[src/rtl/life_run_controller_pkg.sv]
// life_run_controller_pkg
//   Shared definitions for the Game of Life run controller and its neighbours:
//   the one-hot mode encoding (also used by the setup and algorithm blocks) and
//   the tick-period helper used by the prescaler.
package life_run_controller_pkg;

  localparam int unsigned MODE_W = 3;

  typedef enum logic [MODE_W-1:0] {
    MODE_SET   = 3'b001,
    MODE_RUN   = 3'b010,
    MODE_PAUSE = 3'b100
  } mode_e;

  // Tick period in clk cycles for a speed setting: base_div >> speed, never below 1.
  function automatic int unsigned tick_period(input int unsigned base_div,
                                              input logic [2:0]  speed);
    int unsigned p;
    p = base_div >> speed;
    return (p == 32'd0) ? 32'd1 : p;
  endfunction

endpackage

[src/rtl/life_run_controller_btn_conditioner.sv]
// btn_conditioner
//   Conditions one asynchronous push-button: 2-FF synchroniser, debounce (a new
//   level is accepted once the synchronised input has differed from the accepted
//   level for DEBOUNCE_CYC consecutive cycles), then a 1-cycle rising-edge pulse.
// Ports:
//   clk      system clock
//   clr_i    synchronous clear of the whole conditioner (reset or controller clear)
//   btn_i    raw asynchronous button level
//   pulse_o  1-cycle pulse on each accepted press
module btn_conditioner #(
  parameter int unsigned DEBOUNCE_CYC = 1_000_000
) (
  input  logic clk,
  input  logic clr_i,
  input  logic btn_i,
  output logic pulse_o
);

  localparam int unsigned CW = (DEBOUNCE_CYC > 1) ? $clog2(DEBOUNCE_CYC) : 1;
  localparam logic [CW-1:0] CNT_LAST = CW'(DEBOUNCE_CYC - 1);

  logic          sync1_q, sync1_d;
  logic          sync2_q, sync2_d;
  logic          level_q, level_d;
  logic          pulse_q, pulse_d;
  logic [CW-1:0] cnt_q, cnt_d;

  always_comb begin
    sync1_d = btn_i;
    sync2_d = sync1_q;
    level_d = level_q;
    cnt_d   = '0;
    // Counter only runs while the synced input disagrees with the accepted
    // level; any return to agreement restarts the stability window.
    if (sync2_q != level_q) begin
      if (cnt_q == CNT_LAST) begin
        level_d = sync2_q;
      end else begin
        cnt_d = cnt_q + 1'b1;
      end
    end
    pulse_d = level_d & ~level_q;
  end

  always_ff @(posedge clk) begin
    if (clr_i) begin
      sync1_q <= 1'b0;
      sync2_q <= 1'b0;
      level_q <= 1'b0;
      pulse_q <= 1'b0;
      cnt_q   <= '0;
    end else begin
      sync1_q <= sync1_d;
      sync2_q <= sync2_d;
      level_q <= level_d;
      pulse_q <= pulse_d;
      cnt_q   <= cnt_d;
    end
  end

  assign pulse_o = pulse_q;

endmodule

[src/rtl/life_run_controller.sv]
// life_run_controller
//   Run/step scheduler for the Game of Life datapath. Conditions the clear/run/
//   step buttons, derives a speed-selectable generation tick from clk, owns the
//   SET/RUN/PAUSE mode, issues gen_start pulses, tracks the start/done handshake
//   and counts completed generations.
// Ports:
//   clk, reset         system clock, synchronous active-high reset
//   btn_clear_i        abort and return to SET
//   btn_run_i          SET->RUN, RUN<->PAUSE
//   btn_step_i         single generation while in PAUSE and idle
//   speed_i            tick rate select (period = BASE_DIV >> speed_i, min 1)
//   gen_done_i         engine finished a generation (1-cycle pulse)
//   board_same_i       qualifies gen_done_i: board did not change
//   mode_o             one-hot mode (SET=001, RUN=010, PAUSE=100)
//   setup_en_o         high in SET
//   gen_start_o        1-cycle start pulse
//   busy_o             generation outstanding
//   generation_cnt_o   completed generations since SET entry (wraps)
//   overrun_o          sticky: a RUN tick arrived while busy
// Build option:
//   LIFE_AUTO_STOP_EN  when defined, an accepted done with board_same_i=1 in RUN
//                      moves the controller to PAUSE.
module life_run_controller
  import life_run_controller_pkg::*;
#(
  parameter int unsigned BASE_DIV     = 50_000_000,
  parameter int unsigned DEBOUNCE_CYC = 1_000_000,
  parameter int unsigned CNT_W        = 16
) (
  input  logic             clk,
  input  logic             reset,
  input  logic             btn_clear_i,
  input  logic             btn_run_i,
  input  logic             btn_step_i,
  input  logic [2:0]       speed_i,
  input  logic             gen_done_i,
  input  logic             board_same_i,
  output logic [2:0]       mode_o,
  output logic             setup_en_o,
  output logic             gen_start_o,
  output logic             busy_o,
  output logic [CNT_W-1:0] generation_cnt_o,
  output logic             overrun_o
);

  localparam int unsigned PW = (BASE_DIV > 1) ? $clog2(BASE_DIV) : 1;

  mode_e            mode_q, mode_d;
  logic             busy_q, busy_d;
  logic             overrun_q, overrun_d;
  logic [CNT_W-1:0] cnt_q, cnt_d;
  logic [PW-1:0]    presc_q, presc_d;
  logic [2:0]       speed_q, speed_d;

  logic          clr_p, run_p, step_p;
  logic          cond_clr;
  logic [PW-1:0] period_last;
  logic          tick, step_ok, done_ok, gen_start;

  // Clear also wipes the button conditioners, including its own.
  assign cond_clr = reset | clr_p;

  btn_conditioner #(.DEBOUNCE_CYC(DEBOUNCE_CYC)) u_btn_clear (
    .clk(clk), .clr_i(cond_clr), .btn_i(btn_clear_i), .pulse_o(clr_p)
  );
  btn_conditioner #(.DEBOUNCE_CYC(DEBOUNCE_CYC)) u_btn_run (
    .clk(clk), .clr_i(cond_clr), .btn_i(btn_run_i), .pulse_o(run_p)
  );
  btn_conditioner #(.DEBOUNCE_CYC(DEBOUNCE_CYC)) u_btn_step (
    .clk(clk), .clr_i(cond_clr), .btn_i(btn_step_i), .pulse_o(step_p)
  );

`ifdef LIFE_AUTO_STOP_EN
`else
  logic unused_board_same;
  assign unused_board_same = board_same_i;
`endif

  always_comb begin
    mode_d    = mode_q;
    busy_d    = busy_q;
    overrun_d = overrun_q;
    cnt_d     = cnt_q;
    presc_d   = presc_q;
    speed_d   = speed_i;

    // Period comes from the registered speed so gen_start_o depends on state only.
    period_last = PW'(tick_period(BASE_DIV, speed_q) - 32'd1);
    tick        = (mode_q == MODE_RUN) && (presc_q == period_last);
    // A run press in the same cycle outranks step.
    step_ok     = step_p && !run_p && (mode_q == MODE_PAUSE) && !busy_q;
    gen_start   = !clr_p && ((tick && !busy_q) || step_ok);
    done_ok     = !clr_p && gen_done_i && busy_q;

    if (clr_p) begin
      mode_d    = MODE_SET;
      busy_d    = 1'b0;
      overrun_d = 1'b0;
      cnt_d     = '0;
      presc_d   = '0;
    end else begin
      if (run_p) begin
        case (mode_q)
          MODE_SET:   mode_d = MODE_RUN;
          MODE_RUN:   mode_d = MODE_PAUSE;
          MODE_PAUSE: mode_d = MODE_RUN;
          default:    mode_d = MODE_SET;
        endcase
      end
`ifdef LIFE_AUTO_STOP_EN
      else if (done_ok && board_same_i && (mode_q == MODE_RUN)) begin
        mode_d = MODE_PAUSE;
      end
`endif

      // Holding the count at zero outside RUN gives the full-period first tick.
      if ((mode_q != MODE_RUN) || (speed_i != speed_q) || tick) begin
        presc_d = '0;
      end else begin
        presc_d = presc_q + 1'b1;
      end

      if (tick && busy_q) begin
        overrun_d = 1'b1;
      end

      if (gen_start) begin
        busy_d = 1'b1;
      end else if (done_ok) begin
        busy_d = 1'b0;
      end

      if (done_ok) begin
        cnt_d = cnt_q + 1'b1;
      end
    end
  end

  always_ff @(posedge clk) begin
    if (reset) begin
      mode_q    <= MODE_SET;
      busy_q    <= 1'b0;
      overrun_q <= 1'b0;
      cnt_q     <= '0;
      presc_q   <= '0;
      speed_q   <= '0;
    end else begin
      mode_q    <= mode_d;
      busy_q    <= busy_d;
      overrun_q <= overrun_d;
      cnt_q     <= cnt_d;
      presc_q   <= presc_d;
      speed_q   <= speed_d;
    end
  end

  assign mode_o           = mode_q;
  assign setup_en_o       = (mode_q == MODE_SET);
  assign gen_start_o      = gen_start;
  assign busy_o           = busy_q;
  assign generation_cnt_o = cnt_q;
  assign overrun_o        = overrun_q;

endmodule

[config.mk]
export PLATFORM = sky130hd
export DESIGN_NAME = life_run_controller
export DESIGN_NICKNAME = d
export VERILOG_FILES = /design/src/rtl/life_run_controller_pkg.sv /design/src/rtl/life_run_controller_btn_conditioner.sv /design/src/rtl/life_run_controller.sv
export SDC_FILE = /design/constraint.sdc
export NUM_CORES = 1
export LEC_CHECK = 0
export CAP_MARGIN = 0
export CORE_AREA = 2 2 153 140
export DETAILED_ROUTE_END_ITERATION = 8
export DIE_AREA = 0 0 155 142
export SLEW_MARGIN = 20
export SYNTH_ARGS = -nofsm -noshare
export SYNTH_HDL_FRONTEND = slang
export SYNTH_SLANG_ARGS = --single-unit
[constraint.sdc]
create_clock -name clk -period 3.9 [get_ports clk]
set_input_delay 0.78 -clock clk [delete_from_list [all_inputs] [get_ports clk]]
set_output_delay 0.78 -clock clk [all_outputs]
set_load 0.005 [all_outputs]
# ---- Yosys cells after proc, flatten, opt, wreduce, memory -nomap -nowiden
# Index checks and enable logic that the tools add are counted.
dict set report classes {
  n_addsub 6
  bitwise 10
  n_eq_ne 12
  shift 1
  n_reduce_logical 23
  n_mux 10
}
# operator n
set op_table {}
lappend op_table {{adder 20 x 1 -> 20 bit (second input constant)} 3}
lappend op_table {{== test 20 bit (second input constant)} 3}
lappend op_table {{logical NOT 32 bit} 1}
lappend op_table {{>> shifter 26 x 3 -> 32 bit (first input constant)} 1}
lappend op_table {{adder 26 x 1 -> 26 bit (second input constant)} 1}
lappend op_table {{== test 26 bit} 1}
lappend op_table {{2-to-1 mux 26 bit} 1}
lappend op_table {{subtractor 26 x 1 -> 26 bit (second input constant)} 1}
lappend op_table {{adder 16 x 1 -> 16 bit (second input constant)} 1}
lappend op_table {{OR reduction 3 bit} 4}
lappend op_table {{logical AND 1 bit} 9}
lappend op_table {{2-to-1 mux 1 bit} 8}
lappend op_table {{NOT 1 bit} 6}
lappend op_table {{one-hot mux 3 bit (2 select lines)} 1}
lappend op_table {{OR reduction 2 bit} 2}
lappend op_table {{AND 1 bit} 3}
lappend op_table {{== test 3 x 1 -> 1 bit (second input constant)} 1}
lappend op_table {{== test 3 x 2 -> 1 bit (second input constant)} 1}
lappend op_table {{== test 3 bit (second input constant)} 1}
lappend op_table {{logical NOT 1 bit} 3}
lappend op_table {{logical OR 1 bit} 3}
lappend op_table {{inequality test 1 bit} 3}
lappend op_table {{inequality test 3 x 2 -> 1 bit (second input constant)} 1}
lappend op_table {{inequality test 3 bit} 1}
lappend op_table {{other kinds (2)} 2}
dict set report totals {
  inputBits 10
  ff_bits 122
}

# ---- Longest topological paths before layout
dict set report depth {
  ltp_word 10
  mapped_depth 13
}

# ---- Hierarchy
# A second synthesis with hierarchy kept.
dict set report unflattened {
  cells_unflattened 709
  area_unflattened_um2 6160.9
}
# module seq_area_each_um2 area_per_inst_um2 n_inst cells_per_inst
set by_module_without_submodules {}
lappend by_module_without_submodules {btn_conditioner 480.5 1041.0 3 117}
lappend by_module_without_submodules {life_run_controller 1001.0 3037.9 1 358}

# ---- Least setup slack after synthesis
# No wires, ideal clock.
dict set report synth_path {
  kind {reg-to-output}
  from {register speed_q[1]}
  to {output gen_start_o}
  arrival_ns 2.751
  setup_slack_ns 0.369
  required_time_ns 3.120
  path_buffers 4
  stages_incl_launch_ff 13
  path_cell_list {dfxtp_1 -> buf_4 -> buf_2 -> buf_2 -> nand2_1 -> ha_1 -> buf_2 -> xor2_1 -> nor3b_1 -> a21oi_1 -> or4_4 -> nor4b_4 -> o21a_1}
}
dict set report synth_via {
  elab_chain_len 9
}
# item line
set synth_lines {}
lappend synth_lines {{from (decl)} life_run_controller.sv:53} ;# logic [2:0] speed_q, speed_d;
lappend synth_lines {{from (signal assigned)} life_run_controller.sv:153} ;# speed_q <= speed_d;
lappend synth_lines {{>> shifter 26 x 3 -> 32 bit *} life_run_controller_pkg.sv:19} ;# p = base_div >> speed;
lappend synth_lines {{logical NOT 32 bit} life_run_controller_pkg.sv:20} ;# return (p == 32'd0) ? 32'd1 : p;
lappend synth_lines {{2-to-1 mux 26 bit *} life_run_controller_pkg.sv:20}
lappend synth_lines {{subtractor 26 x 1 -> 26 bit *} life_run_controller.sv:88} ;# period_last = PW'(tick_period(BASE_DIV, speed_q) - 32'd1);
lappend synth_lines {{== test 26 bit *} life_run_controller.sv:89} ;# tick = (mode_q == MODE_RUN) && (presc_q == period_last);
lappend synth_lines {{logical AND 1 bit *} life_run_controller.sv:89}
lappend synth_lines {{logical AND 1 bit *} life_run_controller.sv:92} ;# gen_start = !clr_p && ((tick && !busy_q) || step_ok);
lappend synth_lines {{logical OR 1 bit *} life_run_controller.sv:92}
lappend synth_lines {{logical AND 1 bit *} life_run_controller.sv:92}
lappend synth_lines {{to (decl)} life_run_controller.sv:40} ;# output logic gen_start_o,
# Mark *: on every way between the ends. The rest lies on a longest branch, timed or not.

# ---- Worst setup path after layout
dict set report layout_path {
  from {register speed_q[2]}
  to {output gen_start_o}
}
# The elaborated chain is that of the path after synthesis.

==> flow_metrics.py <==
metrics = {
    "route": {
        "dr_total_vias": 4610,
        "wl_per_cell_um": 12.1,
        "drt_iter0_drc": 205,
        "wl_mm": 11.9,
        "drc": 0,
        "firstDrtPassIters": 8,
        "antenna_left": 0,
        "vias_per_cell": 4.70,
    },
    "min_path": {
        "hold_path_class": "flip-flop to flip-flop",
        "worstHoldStart": "u_btn_clear.sync1_q",
    },
    "clocking": {
        "cts_num_sinks": 122,
        "insertion_delay_ns": 0.42,
        "cts_setup_buffers": 0,
        "cts-buffers-inserted": 17,
        "cts_buffer_depth": 2,
        "cts_tree": "done",
        "root_buffer": "clkbuf_16",
        "cts_max_level": 4,
        "cts.clk_slew.worst_paths_ns": 0.05,
    },
    "logic_synthesis": {
        "yosys_warnings": 0,
        "synth_most_common_cell": "dfxtp_1",
        "synth_fa_ha_area_share_pct": 1.29,
        "syn_area_sq_um": 5840,
        "yosysSeqAreaShare_pct": 41.8,
        "yosys-top-cells-count": "dfxtp_1, nor2_1, xor2_1, xnor2_1, nand2_1",
        "synthFlopType": "dfxtp_1",
        "synth_top_area_cell": "dfxtp_1",
        "synth_xor_area_share_pct": 15.3,
        "synth_area_per_cell_sq_um": 8.62,
        "netlist.area_leader.share_pct": 41.8,
        "synthCells": 677,
        "syn_nets": 693,
        "synthSimpleGateAreaFrac_pct": 30.9,
        "synth.distinct_cells": 54,
        "synth_compound_area_share_pct": 5.79,
        "synth_top_family_by_area": "simple AND/OR/NAND/NOR gates",
        "ys_ff_latch": 122,
        "synthMuxAreaShare_pct": 1.48,
        "synthTopCellsByArea": "dfxtp_1, xor2_1, xnor2_1",
        "synth-edff-count": 0,
        "async_flop_share_pct": 0,
    },
    "finish": {
        "diodes": 0,
        "synthToLayoutAreaGrowth_pct": 20.1,
        "n_fill_cell": 2086,
        "drive_above_1_share_pct": 7.36,
        "layoutNonFillerInstCount": 980,
        "final_util_pct": 34.3,
        "nets": 723,
    },
    "global_routing": {
        "grt_pass1_vias": 4141,
        "antenna_found_initial": 0,
        "grt_pass1_wl_mm": 19.9,
        "grt_usage_pct": 11.2,
        "grt_max_degree": 28,
        "grt_overflow": 0,
    },
    "setup_path": {
        "r2r_start": "speed_q[2]",
        "crit_path_cell_trace": "nor2b_4, nand2_1, ha_1, xor2_1, nor3b_1, a21oi_1, or4_4, nor4b_4, o21a_1, dlygate4sd2_1",
        "cp-start-kind": "flip-flop",
        "cp_slowest_cell": "or4_4",
        "path_class": "flip-flop to primary output",
        "worstPathArrival_ns": 2.91,
        "endpoint_kind": "primary output",
        "required_ns": 3.12,
        "critPathMaxFanout": 4,
        "critPathMaxStageDelay_ns": 0.55,
        "crit_start": "speed_q[2]",
    },
    "die": {
        "initial_utilization_pct": 28.5,
        "fp.dieW_um": 155,
        "rows": 50,
        "die_h_um": 142,
        "die_area_sq_um": 22000,
        "io_pins": 33,
        "core-area_sq_um": 20500,
    },
    "placement": {
        "dpl.hpwl_mm": 8.23,
        "place.gp.congestion": 0.862,
        "port_buffers": 31,
        "placed_cells": 948,
    },
    "timing": {
        "setup_viol": 0,
        "whs_ns": 0.425,
        "final.min_clock_period_ns": 3.69,
        "slew_viol_final": 0,
        "setup-tns-final_ns": 0,
        "finalClockSkew_ns": 0.00782,
        "rsz0062_at_grt": "no",
        "hold_viol_final": 0,
        "tightest_slew_ns": 0.765,
        "max-slew-margin-rel_pct": 48.9,
        "fmax_mhz": 271,
        "fin_crit_sh_pct": 94.6,
    },
    "pwr": {
        "p_leak_nw": 2.31,
        "ir_drop_v": 0.000206,
        "powerDensity_nw_per_um2": 408,
    },
    "outcome": {
        "outcome": "complete, no violations",
    },
    "flow_run": {
        "maxCapViolations": 0,
    },
}
## kinds of logic (layout without fill, tap and decap cells)
| family | Yosys count | in the layout |
|---|---|---|
| compound gates | 50 | 50 |
| xor+xnor | 102 | 102 |
| fa+ha+maj | 6 | 6 |
| buf+inv | 45 | 88 |
| flops | 122 | 122 |
| mux | 8 | 8 |
| simple gates | 344 | 344 |
## power breakdown
group          switching [mW]  total [mW]  internal [mW]
clock                   0.564        1.53          0.968
sequential            0.00377        1.26           1.25
combinational          0.0409      0.0730         0.0321
total                   0.608        2.86           2.25
## placed cells by master (no fill, tap or decap), drive strengths merged, types with 8 or more instances in the layout
cell type,synthesis,final
nor3b,8,8
nand2,43,43
nor2b,14,14
xor2,58,58
nor3,38,38
o21ai,10,10
buf,11,13
clkdlybuf4s50,0,30
and3,14,14
a21oi,14,14
or3,8,8
nand3,40,40
nor2,101,101
and2,12,12
nand3b,8,8
xnor2,44,44
clkbuf,22,20
and4,10,10
inv,12,13
nand4,21,21
dfxtp,122,122
## metal layers
layer	vias up	part of all wire, %	global-route usage [%]
li1	2405	-	-
met2	77	42	16.7
met4	0	1.8	4.78
met5	-	0	0
met1	2109	52	15.3
met3	19	4.2	2.74
## final cells by class
| class | count | area [sq um] | share of cell area [%] |
|---|---|---|---|
| timing repair buffer | 44 | 410 | 5.86 |
| sequential | 122 | 2450 | 34.9 |
| multi-input combinational | 510 | 3200 | 45.7 |
| clock buffer | 20 | 457 | 6.52 |
| clock inverter | 12 | 123 | 1.75 |
| tap | 260 | 325 | 4.64 |
| inverter | 12 | 45.0 | 0.643 |
## worst max-delay path: cells and delay by family (launching register included)
kind	cells	cell delay, ns
fa+ha+maj	1	0.20
compound gates	2	0.23
simple gates	5	1.29
xor+xnor	1	0.19
flops	1	0.35
buf+inv	1	0.24
## sequential cells by signal, summed over array words and instances (netlist names), 3 cells and up
name and cells:
u_btn_run.cnt_q 20, generation_cnt_o 16, u_btn_step.cnt_q 20, speed_q 3, mode_o 3, u_btn_clear.cnt_q 20, presc_q 26
## path summary, 6_finish.rpt
path | end | cells after the start | slack (ns)
worst max-delay path | gen_start_o | 10 | 0.21
worst min-delay path | u_btn_clear.sync2_q | 1 | 0.43
worst max register to register | presc_q[18] | 10 | 1.30
worst min register to register | u_btn_clear.sync2_q | 1 | 0.43
## repair_timing
action | CTS | global route
resized for setup | 7 | 0
setup endpoints to repair | 1 | 0
hold endpoints to repair | 0 | 0
hold buffers | 0 | 0
## metrics by stage
stage	instance area [sq um]	total power, mW	setup slack, ns
after floorplan	5840	1.33	0.369
after global placement	6420	1.36	0.189
after detailed placement	6420	1.36	0.211
after CTS	7010	2.90	0.182
after global routing	7010	2.96	0.0576
final	7010	2.86	0.211
(Power assumes the default switching activity.)
